File: src/rtl/netdma_irq_ctrl.sv
// Per-channel completion status and interrupt coalescing for netdma.
// One Avalon-MM CSR slave exposes global control, pending summary and a 4-word bank per channel.
module netdma_irq_ctrl #(
    parameter int CHANNELS   = 2,
    parameter int SEQ_W      = 8,
    parameter int CSR_ADDR_W = 6
) (
    input  logic                      clk_i,
    input  logic                      rst_i,
    input  logic [CSR_ADDR_W-1:0]     csr_address_i,
    input  logic                      csr_write_i,
    input  logic [31:0]               csr_writedata_i,
    input  logic                      csr_read_i,
    output logic [31:0]               csr_readdata_o,
    input  logic [CHANNELS-1:0]       done_i,
    input  logic [CHANNELS-1:0]       done_error_i,
    input  logic [CHANNELS-1:0]       done_disable_irq_i,
    input  logic [CHANNELS*SEQ_W-1:0] done_seq_i,
    output logic                      soft_reset_o,
    output logic                      irq_o
);
    localparam int WSEL_W = CSR_ADDR_W - 2;

    logic [WSEL_W-1:0] word_sel;
    logic [1:0]        word_k;
    logic              wr_glb;
    logic              unused_wdata;

    assign word_sel     = csr_address_i[CSR_ADDR_W-1:2];
    assign word_k       = csr_address_i[1:0];
    assign wr_glb       = csr_write_i && (csr_address_i == '0);
    assign unused_wdata = ^csr_writedata_i[31:16];

    logic                global_en_q, global_en_d;
    logic                soft_reset_q, soft_reset_d;
    logic                irq_q, irq_d;
    logic [31:0]         rdata_q, rdata_d;
    logic [CHANNELS-1:0] irq_en_q, irq_en_d;
    logic [CHANNELS-1:0] pending_q, pending_d;
    logic [CHANNELS-1:0] error_q, error_d;
    logic [7:0]          thr_q [CHANNELS];
    logic [7:0]          thr_d [CHANNELS];
    logic [15:0]         tmo_q [CHANNELS];
    logic [15:0]         tmo_d [CHANNELS];
    logic [15:0]         timer_q [CHANNELS];
    logic [15:0]         timer_d [CHANNELS];
    logic [7:0]          count_q [CHANNELS];
    logic [7:0]          count_d [CHANNELS];
    logic [SEQ_W-1:0]    seq_q [CHANNELS];
    logic [SEQ_W-1:0]    seq_d [CHANNELS];

    always_comb begin : next_state
        logic        sel_ch;
        logic [16:0] tnext;
        logic [7:0]  thr_eff;
        global_en_d  = global_en_q;
        soft_reset_d = wr_glb && csr_writedata_i[0];
        irq_en_d     = irq_en_q;
        pending_d    = pending_q;
        error_d      = error_q;
        thr_d        = thr_q;
        tmo_d        = tmo_q;
        timer_d      = timer_q;
        count_d      = count_q;
        seq_d        = seq_q;
        sel_ch       = 1'b0;
        tnext        = '0;
        thr_eff      = 8'd1;
        if (wr_glb) begin
            global_en_d = csr_writedata_i[1];
        end
        for (int c = 0; c < CHANNELS; c++) begin
            sel_ch = csr_write_i && (word_sel == WSEL_W'(c + 1));
            if (sel_ch && word_k == 2'd0) begin
                irq_en_d[c] = csr_writedata_i[0];
                thr_d[c]    = csr_writedata_i[15:8];
            end
            if (sel_ch && word_k == 2'd1) begin
                tmo_d[c] = csr_writedata_i[15:0];
            end
            if (soft_reset_q) begin
                pending_d[c] = 1'b0;
                error_d[c]   = 1'b0;
                seq_d[c]     = '0;
                count_d[c]   = '0;
                timer_d[c]   = '0;
            end else begin
                // Idle timer: evaluated on the old state, then W1C, then the new event.
                tnext = {1'b0, timer_q[c]} + 17'd1;
                if (count_q[c] != 8'd0 && !pending_q[c] && tmo_q[c] != 16'd0) begin
                    if (tnext >= {1'b0, tmo_q[c]}) begin
                        pending_d[c] = 1'b1;
                        timer_d[c]   = '0;
                    end else begin
                        timer_d[c] = tnext[15:0];
                    end
                end else begin
                    timer_d[c] = '0;
                end
                if (sel_ch && word_k == 2'd2) begin
                    if (csr_writedata_i[0]) begin
                        pending_d[c] = 1'b0;
                        count_d[c]   = '0;
                        timer_d[c]   = '0;
                    end
                    if (csr_writedata_i[1]) begin
                        error_d[c] = 1'b0;
                    end
                end
                if (done_i[c]) begin
                    seq_d[c] = done_seq_i[c*SEQ_W +: SEQ_W];
                    if (done_error_i[c]) begin
                        error_d[c] = 1'b1;
                    end
                    if (!done_disable_irq_i[c]) begin
                        if (count_d[c] != 8'hFF) begin
                            count_d[c] = count_d[c] + 8'd1;
                        end
                        thr_eff = (thr_q[c] == 8'd0) ? 8'd1 : thr_q[c];
                        if (count_d[c] >= thr_eff) begin
                            pending_d[c] = 1'b1;
                        end
                    end
                end
                if (pending_d[c]) begin
                    timer_d[c] = '0;
                end
            end
        end
        irq_d = global_en_q && |(pending_q & irq_en_q);
    end

    always_comb begin : read_mux
        rdata_d = rdata_q;
        if (csr_read_i) begin
            rdata_d = '0;
            if (csr_address_i == '0) begin
                rdata_d = {30'b0, global_en_q, 1'b0};
            end else if (csr_address_i == CSR_ADDR_W'(1)) begin
                rdata_d = 32'(pending_q);
            end
            for (int c = 0; c < CHANNELS; c++) begin
                if (word_sel == WSEL_W'(c + 1)) begin
                    case (word_k)
                        2'd0:    rdata_d = {16'b0, thr_q[c], 7'b0, irq_en_q[c]};
                        2'd1:    rdata_d = {16'b0, tmo_q[c]};
                        2'd2:    rdata_d = {8'b0, count_q[c], 8'(seq_q[c]), 6'b0, error_q[c], pending_q[c]};
                        default: rdata_d = '0;
                    endcase
                end
            end
        end
    end

    always_ff @(posedge clk_i or posedge rst_i) begin
        if (rst_i) begin
            global_en_q  <= 1'b0;
            soft_reset_q <= 1'b0;
            irq_q        <= 1'b0;
            rdata_q      <= '0;
            irq_en_q     <= '0;
            pending_q    <= '0;
            error_q      <= '0;
            for (int c = 0; c < CHANNELS; c++) begin
                thr_q[c]   <= '0;
                tmo_q[c]   <= '0;
                timer_q[c] <= '0;
                count_q[c] <= '0;
                seq_q[c]   <= '0;
            end
        end else begin
            global_en_q  <= global_en_d;
            soft_reset_q <= soft_reset_d;
            irq_q        <= irq_d;
            rdata_q      <= rdata_d;
            irq_en_q     <= irq_en_d;
            pending_q    <= pending_d;
            error_q      <= error_d;
            thr_q        <= thr_d;
            tmo_q        <= tmo_d;
            timer_q      <= timer_d;
            count_q      <= count_d;
            seq_q        <= seq_d;
        end
    end

    assign csr_readdata_o = rdata_q;
    assign soft_reset_o   = soft_reset_q;
    assign irq_o          = irq_q;
endmodule

File: config.mk
export PLATFORM = sky130hd
export DESIGN_NAME = netdma_irq_ctrl
export DESIGN_NICKNAME = d
export VERILOG_FILES = /design/src/rtl/netdma_irq_ctrl.sv
export SDC_FILE = /design/constraint.sdc
export NUM_CORES = 1
export LEC_CHECK = 0
export CORE_ASPECT_RATIO = 0.75
export CORE_UTILIZATION = 54
export CTS_CLUSTER_SIZE = 28
export DETAILED_ROUTE_END_ITERATION = 6
export PLACE_DENSITY = 0.84
export SETUP_SLACK_MARGIN = 0.4
export SYNTH_ARGS = -nofsm -noshare
export SYNTH_HDL_FRONTEND = slang
export SYNTH_SLANG_ARGS = --single-unit
File: constraint.sdc
create_clock -name clk_i -period 6 [get_ports clk_i]
set_clock_uncertainty 0.15 [all_clocks]
set_input_delay 1.5 -clock clk_i [delete_from_list [all_inputs] [get_ports clk_i]]
set_output_delay 1.5 -clock clk_i [all_outputs]
set_load 0.03 [all_outputs]
==> metrics.txt <==
outcome=complete, no violations; Num CTS Buffers=17; register area share after synthesis=42.90%; Final Wtd Congestion=0.9071; post-route cell area=0.01001 mm^2; Ports=98; Worst Hold Class=flip-flop to flip-flop; CTS clock-pin slew for the worst setup and hold paths=0.06 ns; Worst-Skew Late Latency=0.42 ns; Crit Path Class=primary input to flip-flop; DRC=0; fin worst setup slack=0.6412 ns; Final ANT Viol Nets=0; Starting DRT DRC Count=742; switching share of total power=33.14%; dpl hpwl=16080 um; total power=3.120 mW; routed vias/inst=6.119; Seq cells post-synth=145; vias in the first global route=6884; Synth cell types=60; clock tree root buffer cell=clkbuf_16; fmax=186.6 MHz; Rows=39; dominant synthesized flop cell=dfrtp_1; worst reg2reg setup slack=2.33 ns; Yosys Warn Count=0; H-tree levels=4; Least-Margin Pin Slew=0.9259 ns; relative slew slack=38.27%; Die Width=146.5 um; area share of xor/xnor cells in the synthesized design=4.453%; area grow syn2layout=18.37%; combinational cell fraction of total power=24.9%; multiplexer share of the synthesized area=7.692%; final core utilization=65.55%; Mapped Area=0.008458 mm^2; final hold slack=0.3840 ns; largest net degree at the start of global routing=68; max_cap viols=0; initial antenna violation count=0; Sw Pwr=1.034 mW; CP Capture Type=flip-flop; Power Density=311.6 mW/mm^2; largest family of logic cells by synthesized area=simple AND/OR/NAND/NOR gates; DP Worst Slack=0.04776 ns; gr ovfl total=0; final layout net count=1083; LEAKAGE=4.567 nW; Post-synth EDFFs=0; RSZ-0062 raised after global routing=false; Synth Area in Compound Gates=12.62%; die height=110.4 um; via count=7251; PortBufs=73; clk sinks=145; cell-internal power=2.086 mW; CTS tree=yes; Antenna Cells=0; Post-Syn Instances=896; Synth Area in Adders=7.692%; worst endpoint required time=6.16 ns; CP arrival=5.52 ns; full die area=0.01617 mm^2; first-pass GRT wire length=36290 um; Tcrit/Tclk final=89.31%; dpl cells=1152; CP Max Fanout=16; minimum clock period=5.359 ns; placed cell area=0.009390 mm^2; CORE AREA=0.01527 mm^2; Peak VDD IR=0.2090 mV; Setup Viol. Count Final=0; non-filler cells, final=1185; Final Hold Vio Count=0; TNS Setup=0 ns; startpoint types=primary input; CTS max path bufs=2; Pre-Repair DR Iteration Count=5; Reg power frac=40.6%; drt total wl=22960 um; wire per inst=19.38 um; Final Max Tran Viols=0; Clock power frac=34.5%; Post-Synth Simple-Gate Area=18.57%; share of flip-flops with an asynchronous set or reset=100.0%; layout cells sized above 1=9.184%; syn_area_per_cell=9.440 um^2; Global Route Usage Sum=29.52%; Initial Util=55.38%
-- cells in the mapped netlist, types with 3 or more instances --
library cell  number  area, um^2
dfrtp_1          145        3628
nand2_1           86       322.8
inv_1             69       259.0
nor2_1            65       244.0
o21ai_0           64       320.3
ha_1              52       650.6
mux2i_1           38       380.4
a21oi_1           31       155.2
nand3_1           31       155.2
nor3b_1           29       217.7
a22oi_1           25       187.7
xnor2_1           25       219.0
mux2_2            24       270.3
clkbuf_1          23       86.33
nor4_1            18       112.6
xor2_1            18       157.7
nand4_1           16       100.1
o22ai_1           14       87.58
and3_1            13       81.33
buf_4             10       75.07
buf_2              9       45.04
nor3_1             9       45.04
nor2b_1            8       50.05
and4_1             7       61.31
a211oi_1           6       45.04
a21o_1             6       45.04
nand2b_1           5       31.28
a211o_1            4       35.03
buf_1              4       15.01
a311oi_1           3       26.28
a31oi_1            3       18.77
-- layout make-up --
type | instances | area [um^2]
tap | 205 | 256.5
sequential | 145 | 3628
fill | 1165 | 5261
clock inverter | 13 | 162.7
clock buffer | 19 | 432.9
inverter | 69 | 264.0
timing repair buffer | 94 | 893.4
multi-input combinational | 640 | 4374
-- kinds of logic (layout without fill, tap and decap cells) --
group,Yosys count,in the layout
AND/OR/NAND/NOR,303,303
adder cells (fa/ha/maj),52,52
buffers and inverters,118,195
XOR/XNOR,43,43
other,1,8
AO/OA/AOI/OAI,172,172
multiplexers,62,62
flip-flops,145,145
-- layout by cell type (no fill, tap or decap), drive strengths merged, types with 17 or more instances in the layout --
master,count
dfrtp,145
nand2,86
clkdlybuf4s50,71
inv,70
nor2,66
o21ai,64
ha,52
mux2i,38
a21oi,32
nand3,31
nor3b,29
a22oi,25
xnor2,25
mux2,24
buf,21
clkbuf,19
nor4,18
xor2,18
nand4,17
-- routing by layer --
layer	GRT usage [%]	up-vias	wire length, um
met1	40.30	3514	9728
li1	-	3288	-
met3	6.049	64	2259
met5	0	-	0
met2	46.26	385	10380
met4	12.50	0	599
-- power groups by stage --
stage	registers [mW]	logic, mW	clock network (mW)
4_1_cts	1.26	0.767	1.08
2_1_floorplan	1.22	0.539	0
3_3_place_gp	1.26	0.703	0
5_1_grt	1.28	0.861	1.12
6_report	1.27	0.777	1.08
3_5_place_dp	1.27	0.742	0
-- final timing paths --
| path | from | end | cells after the start |
|---|---|---|---|
| max in group asynchronous | rst_i | timer_q[4] | 3 |
| min | csr_readdata_o[21] | csr_readdata_o[21] | 2 |
| min in group asynchronous | rst_i | count_q[11] | 2 |
| max reg2reg | timer_q[16] | timer_q[22] | 10 |
| max | csr_address_i[3] | timer_q[12] | 15 |
| min reg2reg | csr_readdata_o[21] | csr_readdata_o[21] | 2 |
-- sequential cells by signal, summed over array words and instances, names as in the netlist --
signal,flops
pending_q,2
soft_reset_o,1
irq_en_q,2
seq_q,16
irq_o,1
thr_q,16
tmo_q,32
csr_readdata_o,24
error_q,2
timer_q,32
global_en_q,1
count_q,16
-- worst max-delay path, stage by stage --
cell,delay [ns]
clkdlybuf4s50_1,0.58
nor4b_4,0.34
nand3_1,0.20
and2_1,0.23
ha_1,0.35
and3_2,0.31
o211ai_4,0.15
mux2_2,0.39
ha_1,0.30
a211oi_1,0.21
o21bai_1,0.11
a21oi_1,0.24
nand3_1,0.12
buf_4,0.21
nor3b_1,0.27
-- repair_timing --
item | CTS | global route
resized for setup | 0 | 4
buffers inserted | 0 | 1
endpoints found under the hold margin | 0 | 0
hold buffers | 0 | 0
setup endpoints to repair | 0 | 15
No activity file was read; power rests on OpenSTA's default activity.
